## config.mk

```make
export PLATFORM = sky130hd
export DESIGN_NAME = sram_sync_param_flat
export DESIGN_NICKNAME = d
export VERILOG_FILES = /design/src/rtl/sram_sync_param_if.sv /design/src/rtl/sram_sync_param.sv /design/src/flat_wrapper.sv
export SDC_FILE = /design/constraint.sdc
export NUM_CORES = 1
export LEC_CHECK = 0
export ABC_CLOCK_PERIOD_IN_PS = 5390
export CAP_MARGIN = 20
export CORE_UTILIZATION = 50
export CTS_CLUSTER_DIAMETER = 150
export DETAILED_ROUTE_END_ITERATION = 8
export DONT_BUFFER_PORTS = 1
export GPL_ROUTABILITY_DRIVEN = 0
export SETUP_SLACK_MARGIN = 0.3
export SYNTH_ARGS = -nofsm -noshare
export SYNTH_HDL_FRONTEND = slang
export SYNTH_SLANG_ARGS = --single-unit
```

## constraint.sdc

```tcl
create_clock -name clk -period 5.39 [get_ports clk]
set_input_delay 1.078 -clock clk [delete_from_list [all_inputs] [get_ports clk]]
set_output_delay 1.078 -clock clk [all_outputs]
set_load 0.01 [all_outputs]
```

## src/rtl/sram_sync_param_if.sv

```systemverilog
// Access bus for sram_sync_param: request fields from the master, read data,
// strobes and sweep status back from the RAM.
interface sram_sync_param_if #(
    parameter int DATA_W = 4,
    parameter int ADDR_W = 5
);
    logic              en;
    logic              we;
    logic [ADDR_W-1:0] addr;
    logic [DATA_W-1:0] din;
    logic              clr;
    logic [DATA_W-1:0] dout;
    logic              dout_valid;
    logic              busy;
    logic              err;

    modport master (
        output en, we, addr, din, clr,
        input  dout, dout_valid, busy, err
    );

    modport slave (
        input  en, we, addr, din, clr,
        output dout, dout_valid, busy, err
    );
endinterface

```

## src/rtl/sram_sync_param.sv

```systemverilog
// Single-port synchronous RAM with a clear sweeper, read-valid strobe and range error.
// Define SRAM_OUT_REG_EN to add an output register stage (dout/dout_valid/err latency 2).
module sram_sync_param #(
    parameter int                DATA_W   = 4,
    parameter int                ADDR_W   = 5,
    parameter int                DEPTH    = 32,
    parameter logic [DATA_W-1:0] INIT_VAL = '0
) (
    input logic               clk,
    input logic               rst,
    sram_sync_param_if.slave  bus
);
    localparam logic [0:0]        S_CLEAR  = 1'b0;
    localparam logic [0:0]        S_IDLE   = 1'b1;
    localparam logic [ADDR_W:0]   DEPTH_W  = (ADDR_W+1)'(DEPTH);
    localparam logic [ADDR_W-1:0] LAST_PTR = ADDR_W'(DEPTH - 1);

    if (DEPTH < 1 || DEPTH > (1 << ADDR_W)) begin : g_bad_depth
        $error("sram_sync_param: DEPTH must be in 1..2**ADDR_W");
    end

    logic [DATA_W-1:0] r_mem [DEPTH];
    logic [0:0]        r_state;
    logic [ADDR_W-1:0] r_ptr;

    logic              w_idle;
    logic              w_acc;
    logic              w_in_range;
    logic              w_mem_we;
    logic [ADDR_W-1:0] w_waddr;
    logic [DATA_W-1:0] w_wdata;

    assign w_idle     = (r_state == S_IDLE);
    // clr outranks en on the same edge
    assign w_acc      = w_idle && !bus.clr && bus.en;
    assign w_in_range = ({1'b0, bus.addr} < DEPTH_W);

    always_ff @(posedge clk) begin
        if (rst) begin
            r_state <= S_CLEAR;
            r_ptr   <= '0;
        end else if (r_state == S_CLEAR) begin
            // terminate on DEPTH-1, not on wrap, so odd depths work
            if (r_ptr == LAST_PTR) begin
                r_state <= S_IDLE;
            end
            r_ptr <= r_ptr + ADDR_W'(1);
        end else if (bus.clr) begin
            r_state <= S_CLEAR;
            r_ptr   <= '0;
        end
    end

    always_comb begin
        w_mem_we = 1'b0;
        w_waddr  = r_ptr;
        w_wdata  = INIT_VAL;
        if (!rst) begin
            if (!w_idle) begin
                w_mem_we = 1'b1;
            end else if (w_acc && bus.we && w_in_range) begin
                w_mem_we = 1'b1;
                w_waddr  = bus.addr;
                w_wdata  = bus.din;
            end
        end
    end

    always_ff @(posedge clk) begin
        if (w_mem_we) begin
            r_mem[w_waddr] <= w_wdata;
        end
    end

    logic [DATA_W-1:0] r_rd_data;
    logic              r_rd_vld;
    logic              r_rd_err;

    always_ff @(posedge clk) begin
        if (rst) begin
            r_rd_data <= '0;
            r_rd_vld  <= 1'b0;
            r_rd_err  <= 1'b0;
        end else begin
            r_rd_vld <= 1'b0;
            r_rd_err <= 1'b0;
            if (w_acc) begin
                r_rd_err <= !w_in_range;
                if (!bus.we) begin
                    r_rd_vld  <= 1'b1;
                    r_rd_data <= w_in_range ? r_mem[bus.addr] : '0;
                end
            end
        end
    end

`ifdef SRAM_OUT_REG_EN
    logic [DATA_W-1:0] r_out_data;
    logic              r_out_vld;
    logic              r_out_err;

    // free-running stage: clr does not flush reads already accepted
    always_ff @(posedge clk) begin
        if (rst) begin
            r_out_data <= '0;
            r_out_vld  <= 1'b0;
            r_out_err  <= 1'b0;
        end else begin
            r_out_data <= r_rd_data;
            r_out_vld  <= r_rd_vld;
            r_out_err  <= r_rd_err;
        end
    end

    assign bus.dout       = r_out_data;
    assign bus.dout_valid = r_out_vld;
    assign bus.err        = r_out_err;
`else
    assign bus.dout       = r_rd_data;
    assign bus.dout_valid = r_rd_vld;
    assign bus.err        = r_rd_err;
`endif

    assign bus.busy = !w_idle;
endmodule

```

## src/flat_wrapper.sv

```systemverilog
// flat-port wrapper written by rule: the top's interface ports become plain ports
module sram_sync_param_flat 
#(
    parameter int                DATA_W   = 4,
    parameter int                ADDR_W   = 5,
    parameter int                DEPTH    = 32,
    parameter logic [DATA_W-1:0] INIT_VAL = '0
)
  (clk, rst, bus_en, bus_we, bus_addr, bus_din, bus_clr, bus_dout, bus_dout_valid, bus_busy, bus_err);
  sram_sync_param_if #(.DATA_W(DATA_W), .ADDR_W(ADDR_W)) bus_i ();
  input logic clk;
  input logic rst;
  input wire logic [$bits(bus_i.en)-1:0] bus_en;
  input wire logic [$bits(bus_i.we)-1:0] bus_we;
  input wire logic [$bits(bus_i.addr)-1:0] bus_addr;
  input wire logic [$bits(bus_i.din)-1:0] bus_din;
  input wire logic [$bits(bus_i.clr)-1:0] bus_clr;
  output wire logic [$bits(bus_i.dout)-1:0] bus_dout;
  output wire logic [$bits(bus_i.dout_valid)-1:0] bus_dout_valid;
  output wire logic [$bits(bus_i.busy)-1:0] bus_busy;
  output wire logic [$bits(bus_i.err)-1:0] bus_err;
  assign bus_i.en = bus_en;
  assign bus_i.we = bus_we;
  assign bus_i.addr = bus_addr;
  assign bus_i.din = bus_din;
  assign bus_i.clr = bus_clr;
  assign bus_dout = bus_i.dout;
  assign bus_dout_valid = bus_i.dout_valid;
  assign bus_busy = bus_i.busy;
  assign bus_err = bus_i.err;
  sram_sync_param #(.DATA_W(DATA_W), .ADDR_W(ADDR_W), .DEPTH(DEPTH), .INIT_VAL(INIT_VAL)) u_core (.clk(clk), .rst(rst), .bus(bus_i));
endmodule
```

-- Word-level counts from Yosys, hierarchy flattened
Memory sizes are Yosys's and may differ from the RTL's. A register that Yosys moved wholly into a read port is not among the register bits.
Index checks and enable logic that the tools add are counted.
Widths: inputs -> output; s select.
- register bits after elaboration: 7
- memory bits (writable): 128
- input port bits: 14
- logic and storage cells: 33
- memories: 1
- $add $sub $neg: 1
- equal/unequal tests: 2
- muxes and demuxes: 17
- bitwise gates (word level): 2
- reduce and logical (&&, ||, !) cells: 7
- memory list (memory ; words ; bits a word ; read ports ; clocked after Yosys merged registers in ; write ports ; line ; text):
    u_core.r_mem ; 32 ; 4 ; 1 ; 1 ; 1 ; sram_sync_param.sv:22 ; logic [DATA_W-1:0] r_mem [DEPTH];
- operator list (operator ; number):
    $mux 5 ; 5
    $mux 4 ; 3
    $mux 1 ; 9
    $add 5x1->5 const B ; 1
    $eq 5x5->1 const B ; 1
    $logic_and 1x1->1 ; 3
    $logic_not 1->1 ; 2
    $ne 2x2->1 const B ; 1
    $not 1->1 ; 2
    $reduce_and 2->1 ; 1
    $reduce_or 2->1 ; 1

-- Longest topological paths before layout
- depth in word-level cells: 9
- depth in mapped cells: 8

-- Worst setup path after synthesis
OpenSTA, ideal clock, no wires.
- path kind: in2reg
- from: input bus_clr
- to: memory u_core.r_mem[23][0] (enable)
- arrival: 2.324 ns
- data required time: 5.060 ns
- setup slack: 2.737 ns
- stages on the path: 6
- buffers on the path: 1
- path through: and2b_1 -> nand4b_1 -> clkbuf_1 -> nor3_1 -> a31oi_1 -> nor2_1
- longest elaborated chain between the ends: 9
- RTL lines (item ; line ; text):
    start: declaration ; flat_wrapper.sv:17 ; input wire logic [$bits(bus_i.clr)-1:0] bus_clr;
    $logic_not 1->1 * ; sram_sync_param.sv:35 ; assign w_acc = w_idle && !bus.clr && bus.en;
    $logic_and 1x1->1 * (2 in series) ; sram_sync_param.sv:35 ;
    $logic_and 1x1->1 * ; sram_sync_param.sv:61 ; end else if (w_acc && bus.we && w_in_range) begin
    $mux 1 ; sram_sync_param.sv:61 ;
    $mux 1 ; sram_sync_param.sv:59 ; if (!w_idle) begin
    $mux 1 ; sram_sync_param.sv:58 ; if (!rst) begin
    $mux 1 ; sram_sync_param.sv:70 ; if (w_mem_we) begin
    $mux 1 (implied by the code) ; sram_sync_param.sv:71 ; r_mem[w_waddr] <= w_wdata;
    end: declaration ; sram_sync_param.sv:22 ;
Mark *: on every way between the ends. The rest lies on a longest branch, timed or not.

-- Worst setup path after layout
- from: input bus_clr
- to: memory u_core.r_mem[25][3] (enable)
The elaborated chain is that of the path after synthesis.

==> reports/metrics.yaml <==
status:
  status: "complete, no violations"
finish:
  multi_input_area_um2: 1570
  fillers: 913
  final_util_pct: 57.4
  regArea_um2: 4060
  num_antenna_cells: 0
  drive_gt1_share_pct: 11.0
  fin_cells: 552
  nets: 412
  syn_to_final_growth_pct: 12.3
cts:
  ctsHtreeMaxLevel: 4
  holdBufCountCts: 0
  cts.sinks: 139
  cts-root-buf: "clkbuf_16"
  insertion_delay_ns: 0.42
  cts_tree: "done"
  cts_resized: 0
  clk_pin_slew_ns: 0.06
  cts_made_buffers: 17
  post_cts_buffers: 0
  ctsLongestPathBuffers: 2
sta:
  setup_viol: 0
  max_freq_mhz: 347
  rsz0062_at_grt: "no"
  fin_crit_ns: 2.88
  slew_headroom_pct: 31.2
  tightest_slew_ns: 1.03
  drv_slew: 0
  skew_ns: 0.00617
  finalHoldViolations: 0
  fin_crit_sh_pct: 53.5
  setup_tns_ns: 0
floorplan:
  std_cell_rows: 39
  die_height_um: 110
  die-width_um: 110
  coreArea_um2: 11400
  die_area_um2: 12100
  ios: 21
  initial_core_util_pct: 51.1
synthesis:
  syn_inst: 389
  syn_nets: 405
  synth.largest_area_cell: "edfxtp_1"
  synth_area_per_cell_um2: 15.0
  yosys-top-cells-area: "edfxtp_1 (66%), mux2i_1 (11%), a22oi_1 (4.1%)"
  synth.distinct_cells: 36
  syn_area_um2: 5840
  async_flop_share_pct: 0
  ys.warnings.count: 0
  yosys_register_bits: 139
  synth-edff-count: 128
  synthTopCellsByCount: "edfxtp_1 (128), mux2i_1 (64), nor2_1 (47), a22oi_1 (32), a21oi_1 (22)"
  synth_most_common_cell: "edfxtp_1"
  synth_top_area_share_pct: 65.8
  ys_seq_area_share_pct: 69.6
  synth_ff_type: "edfxtp_1"
critical_path:
  cp_cell_sequence: "and2b_1 -> nand4b_1 -> nor2_1 -> a22oi_1 -> nor2_1"
  worstPathArrival_ns: 2.99
  cp.required_ns: 5.50
  r2r-end: "u_core.r_mem[20][3]"
  reg2reg_depth: 5
  setup.worst_path.start: "bus_clr"
  cpPeakStageDelay_ns: 0.84
  worstSetupPathType: "primary input to flop"
  cp-endpoint: "u_core.r_mem[25][3]"
  crit_top_cell: "nor2_1"
  endpoint_kind: "flop"
  startpoint_type: "primary input"
  worstPathMaxFanout: 17
  timing.rr.start: "u_core.r_state"
  crit_slowest_cell: "a22oi_1"
  reg2reg_slack_ns: 2.74
flow_run:
  maxCapViolCount: 0
global_route:
  grt_max_degree: 68
  grt_pass1_vias: 3261
  antenna_found_initial: 0
  gr-total-overflow: 0
  grt_pass1_wl_mm: 18.6
  grt_usage_pct: 22.8
hold_path:
  hp-class: "flop to flop"
  hp-start: "u_core.r_ptr[1]"
power:
  power_density_nw_per_um2: 385
  max-vdd-ir-drop_uv: 220
  p_leak_nw: 2.31
routing:
  dr.pass1.iters: 5
  met1Wirelength_mm: 5.51
  via_per_inst: 6.02
  wl_per_cell_um: 23.1
  final_antenna_net_count: 0
  drc: 0
  drt_iter0_drc: 243
  wirelength_mm: 12.7
  wl_met2_mm: 6.19
  dr_total_vias: 3323
  routed.top_layer: "met4"
  wl_met3_um: 706
placement:
  port_buffers: 0
  dpl.hpwl_mm: 8.03
  dpl.cell_count: 520
## where the power goes
| group | total (mW) | switching [mW] | internal (mW) |
|---|---|---|---|
| Combinational | 0.0871 | 0.0486 | 0.0385 |
| Sequential | 1.17 | 0.00497 | 1.17 |
| Clock | 1.26 | 0.427 | 0.834 |
| Total | 2.52 | 0.480 | 2.04 |
## area by class of cell
cell class | instances | area share, %
Clock inverter | 10 | 2.46
Tap cell | 143 | 2.73
Inverter | 5 | 0.286
Multi-Input combinational cell | 224 | 23.9
Timing Repair Buffer | 9 | 1.09
Clock buffer | 22 | 7.54
Sequential cell | 139 | 62.0
## through the flow
| stage | cell area, um^2 | hold WS, ns | power (mW) | setup WS [ns] |
|---|---|---|---|---|
| 2_1_floorplan | 5840 | 0.505 | 1.28 | 2.74 |
| 3_3_place_gp | 5890 | 0.543 | 1.28 | 2.12 |
| 3_5_place_dp | 5900 | 0.553 | 1.28 | 2.08 |
| 4_1_cts | 6560 | 0.564 | 2.54 | 2.51 |
| 5_1_grt | 6560 | 0.596 | 2.59 | 2.27 |
| 6_report | 6560 | 0.576 | 2.52 | 2.51 |
## flip-flops by register name, summed over array words and instances (netlist names)
name                   cells
u_core.bus.dout            4
u_core.r_state             1
u_core.bus.dout_valid      1
u_core.r_mem             128
u_core.r_ptr               5
## worst min-delay path by stage
stage               depth (start not counted)            endpoint  slack (ns)
floorplan                                   2     u_core.r_ptr[3]        0.50
global placement                            2     u_core.r_ptr[3]        0.54
detailed placement                          2     u_core.r_ptr[3]        0.55
CTS                                         2     u_core.r_ptr[3]        0.56
global route                                2  u_core.bus.dout[0]        0.60
finish                                      2     u_core.r_ptr[3]        0.58
## metal layers
| metal | track usage [%] | vias to the layer above |
|---|---|---|
| met5 | 0 | - |
| met2 | 35.7 | 124 |
| met1 | 29.7 | 1645 |
| li1 | - | 1531 |
| met3 | 5.70 | 23 |
| met4 | 11.2 | 0 |
## critical path, delay by kind of cell
kind               cells  cell delay (ns)
and+or+nand+nor        4             1.08
AOI/OAI and AO/OA      1             0.84
## kinds of logic (layout without fill, tap and decap cells)
family / after synthesis / in the layout / synth area share, %
multiplexers: 64 / 64 / 11.0
AND/OR/NAND/NOR: 84 / 84 / 6.92
other: 1 / 1 / 0.0642
flip-flops: 139 / 139 / 69.6
buffers and inverters: 26 / 46 / 3.56
AO/OA/AOI/OAI: 73 / 73 / 8.46
adder cells (fa/ha/maj): 2 / 2 / 0.428
## cell usage in the layout, fill, tap and decap left out, types with 3 or more instances in the layout
cell type   netlist  final
a31oi_1           7      7
mux2i_1          64     64
and2_1            5      5
buf_4             5      8
bufinv_16         0      4
nand2_1           3      3
a211oi_1          4      4
clkinvlp_4        0      3
or4_1             4      4
clkbuf_16         0     17
a21oi_1          22     22
a22oi_1          32     32
dfxtp_1          11     11
nor3_1           11     11
nor2b_1           4      4
edfxtp_1        128    128
clkbuf_8          0      5
inv_1             5      5
nor2_1           47     47
Power figures use the tool's default switching activity.
==> patch (same flow settings) <==
`ADDR_W` is set to 5 in 3 places; all go to 6.
--- a/src/rtl/sram_sync_param_if.sv
+++ b/src/rtl/sram_sync_param_if.sv
@@ -2,7 +2,7 @@
 // strobes and sweep status back from the RAM.
 interface sram_sync_param_if #(
     parameter int DATA_W = 4,
-    parameter int ADDR_W = 5
+    parameter int ADDR_W = 6
 );
     logic              en;
     logic              we;
--- a/src/rtl/sram_sync_param.sv
+++ b/src/rtl/sram_sync_param.sv
@@ -2,7 +2,7 @@
 // Define SRAM_OUT_REG_EN to add an output register stage (dout/dout_valid/err latency 2).
 module sram_sync_param #(
     parameter int                DATA_W   = 4,
-    parameter int                ADDR_W   = 5,
+    parameter int                ADDR_W   = 6,
     parameter int                DEPTH    = 32,
     parameter logic [DATA_W-1:0] INIT_VAL = '0
 ) (
--- a/src/flat_wrapper.sv
+++ b/src/flat_wrapper.sv
@@ -2,7 +2,7 @@
 module sram_sync_param_flat 
 #(
     parameter int                DATA_W   = 4,
-    parameter int                ADDR_W   = 5,
+    parameter int                ADDR_W   = 6,
     parameter int                DEPTH    = 32,
     parameter logic [DATA_W-1:0] INIT_VAL = '0
 )
Interface: changed (resized bus_addr); port bits go from 21 to 22. No check against the original RTL was run, so the function may have changed too.
==> patch against the original RTL <==
Count of clock-buffer cells in the layout did not move. Sequential cell count rose by 2. Setup slack got worse by 0.25 ns. Register-to-register slack got worse by 0.47 ns. Wire length fell by 0.28%. Total power fell by 7.6%. Synthesized area rose by 1.5%. Core utilization fell by 0.35 points. Final area fell by 0.19%. Critical endpoint is now u_core.r_mem[5][0]$_DFFE_PP_.
==> patch: results (changes against the original RTL) <==
| Metric | Value |
|---|---|
| Crit-path max cell delay | `0.89 ns (+0.05 ns)` |
| Dominant synthesized flop cell | `edfxtp_1` |
| Max H-tree Level | `4 (unchanged)` |
| Reg2Reg Setup Slack | `2.27 ns (-0.47 ns)` |
| Slew @ Worst Pin | `1.129 ns (+0.09774 ns)` |
| Total of fill cells in the finished design | `872 (-4.5%)` |
| Tot GR Track Use | `22.69% (-0.12 points)` |
| Critical Path Fanout Max | `21 (+4)` |
| Post-synthesis sequential area ratio | `69.21% (-0.38 points)` |
| Hold worst-path end | `u_core.r_ptr[5]$_SDFFE_PP0P_` |
| Unique masters post-synth | `46 (+28%)` |
| Inserted Clock Buffers | `17 (unchanged)` |
| Post-DP HPWL | `7914 um (-1.5%)` |
| Clock Pin Slew Worst Setup and Hold Paths | `0.05 ns` |
| Slowest stage cell, crit path | `o21ai_1` |
| MaxCap Viol Count | `0 (unchanged)` |
| Post-CTS sizing | `0 (unchanged)` |
| Largest Register | `u_core.r_mem` |
| Fraction of layout cells with a size suffix above 1 | `13.40% (+2.4 points)` |
| Switching share of total power | `19.20% (+0.15 points)` |
| Maximum VDD drop | `225.8 uV (+2.7%)` |
| Initial DRC count | `343 (+41%)` |
| Met3 routed WL | `740 um (+4.8%)` |
| Routed WL | `12700 um (-0.28%)` |
| Fraction of registers with async set/reset | `0% (unchanged)` |
| Worst path arrival time | `3.23 ns (+0.24 ns)` |
| DR vias/cell | `6.179 (+2.6%)` |
| Vias in the first global route | `3291 (+0.92%)` |
| LEAKAGE | `1.872 nW (-19%)` |
| Synth cell count leaders | `128 x edfxtp_1, 49 x nor2_1, 23 x mux2i_1, 19 x mux4_2, 15 x nand2_1` |
| Post-CTS Setup Inserts | `0 (unchanged)` |
| DRT Pass-1 Iters | `4 (-1)` |
| Synthesized net count | `388 (-4.2%)` |
| Gate Count Post-Synth | `372 (-4.4%)` |
| Reg2reg start | `u_core.r_state$_SDFF_PP0_` |
| Largest net degree at the start of global routing | `48 (-29%)` |
| Final clock skew | `0.009292 ns (+0.003121 ns)` |
| EDFF count, synth | `128 (unchanged)` |
| Placed Cells | `499 (-4.0%)` |
| Synth area leaders | `edfxtp_1 65%, mux4_2 7.2%, dfxtp_1 4.4%` |
| Worst hold stages | `1 (-1)` |
| DRT met1 WL | `5472 um (-0.73%)` |
| WL met2 | `6241 um (+0.82%)` |
| Status | `complete, no violations` |
| CP top delay family | `simple AND/OR/NAND/NOR gates` |
| Worst Hold Launch | `u_core.r_ptr[5]$_SDFFE_PP0P_` |
| First-pass GRT wire length | `19660 um (+6.0%)` |
| Worst setup path endpoint | `u_core.r_mem[5][0]$_DFFE_PP_` |
| Non-filler instance count after layout | `531 (-3.8%)` |
## patch: final cells by class
class / count / share of cell area, %
tap: 143 / 2.734
timing repair buffer: 4 / 0.4589
clock inverter: 10 / 1.491
multi-input combinational: 209 / 25.70
inverter: 2 / 0.1147
sequential: 141 / 62.72
clock buffer: 22 / 6.788
## patch: power groups by stage
| stage | logic (W) | clock network, W | registers, W |
|---|---|---|---|
| 4_1_cts | 0.0000598 | 0.00110 | 0.00119 |
| 6_report | 0.0000595 | 0.00108 | 0.00119 |
| 3_3_place_gp | 0.0000587 | 0 | 0.00121 |
| 2_1_floorplan | 0.0000664 | 0 | 0.00121 |
| 5_1_grt | 0.0000638 | 0.00114 | 0.00119 |
| 3_5_place_dp | 0.0000594 | 0 | 0.00121 |
## patch: layer usage
metal / vias up / global-route usage, %
met3: 20 / 6.342
met2: 94 / 34.53
met5: - / 0
li1: 1495 / -
met4: 0 / 12.36
met1: 1672 / 29.67
## patch: cells by family after synthesis
kind of cell | share of synthesized area [%]
flip-flops | 69.21
AND/OR/NAND/NOR | 8.821
adder cells (fa/ha/maj) | 0.2110
multiplexers | 13.50
AO/OA/AOI/OAI | 5.824
buffers and inverters | 2.427
## patch: metrics by stage
step	hold slack, ns	instance area [um^2]	power [W]	util (%)	setup slack [ns]
floorplan	0.4393	5929	0.001276	-	2.798
CTS	0.4745	6544	0.002347	57.06	2.265
global placement	0.4556	6002	0.001271	52.34	1.881
finish	0.4792	6544	0.002331	57.06	2.255
detailed placement	0.4623	6002	0.001272	52.34	1.823
global route	0.5356	6544	0.002399	57.06	2.060
## patch: worst register-to-register path: cells and delay by family, from the launching register on
family	cells	cell delay, ns
AOI/OAI and AO/OA	1	0.89
DFF	1	0.55
and+or+nand+nor	4	1.36
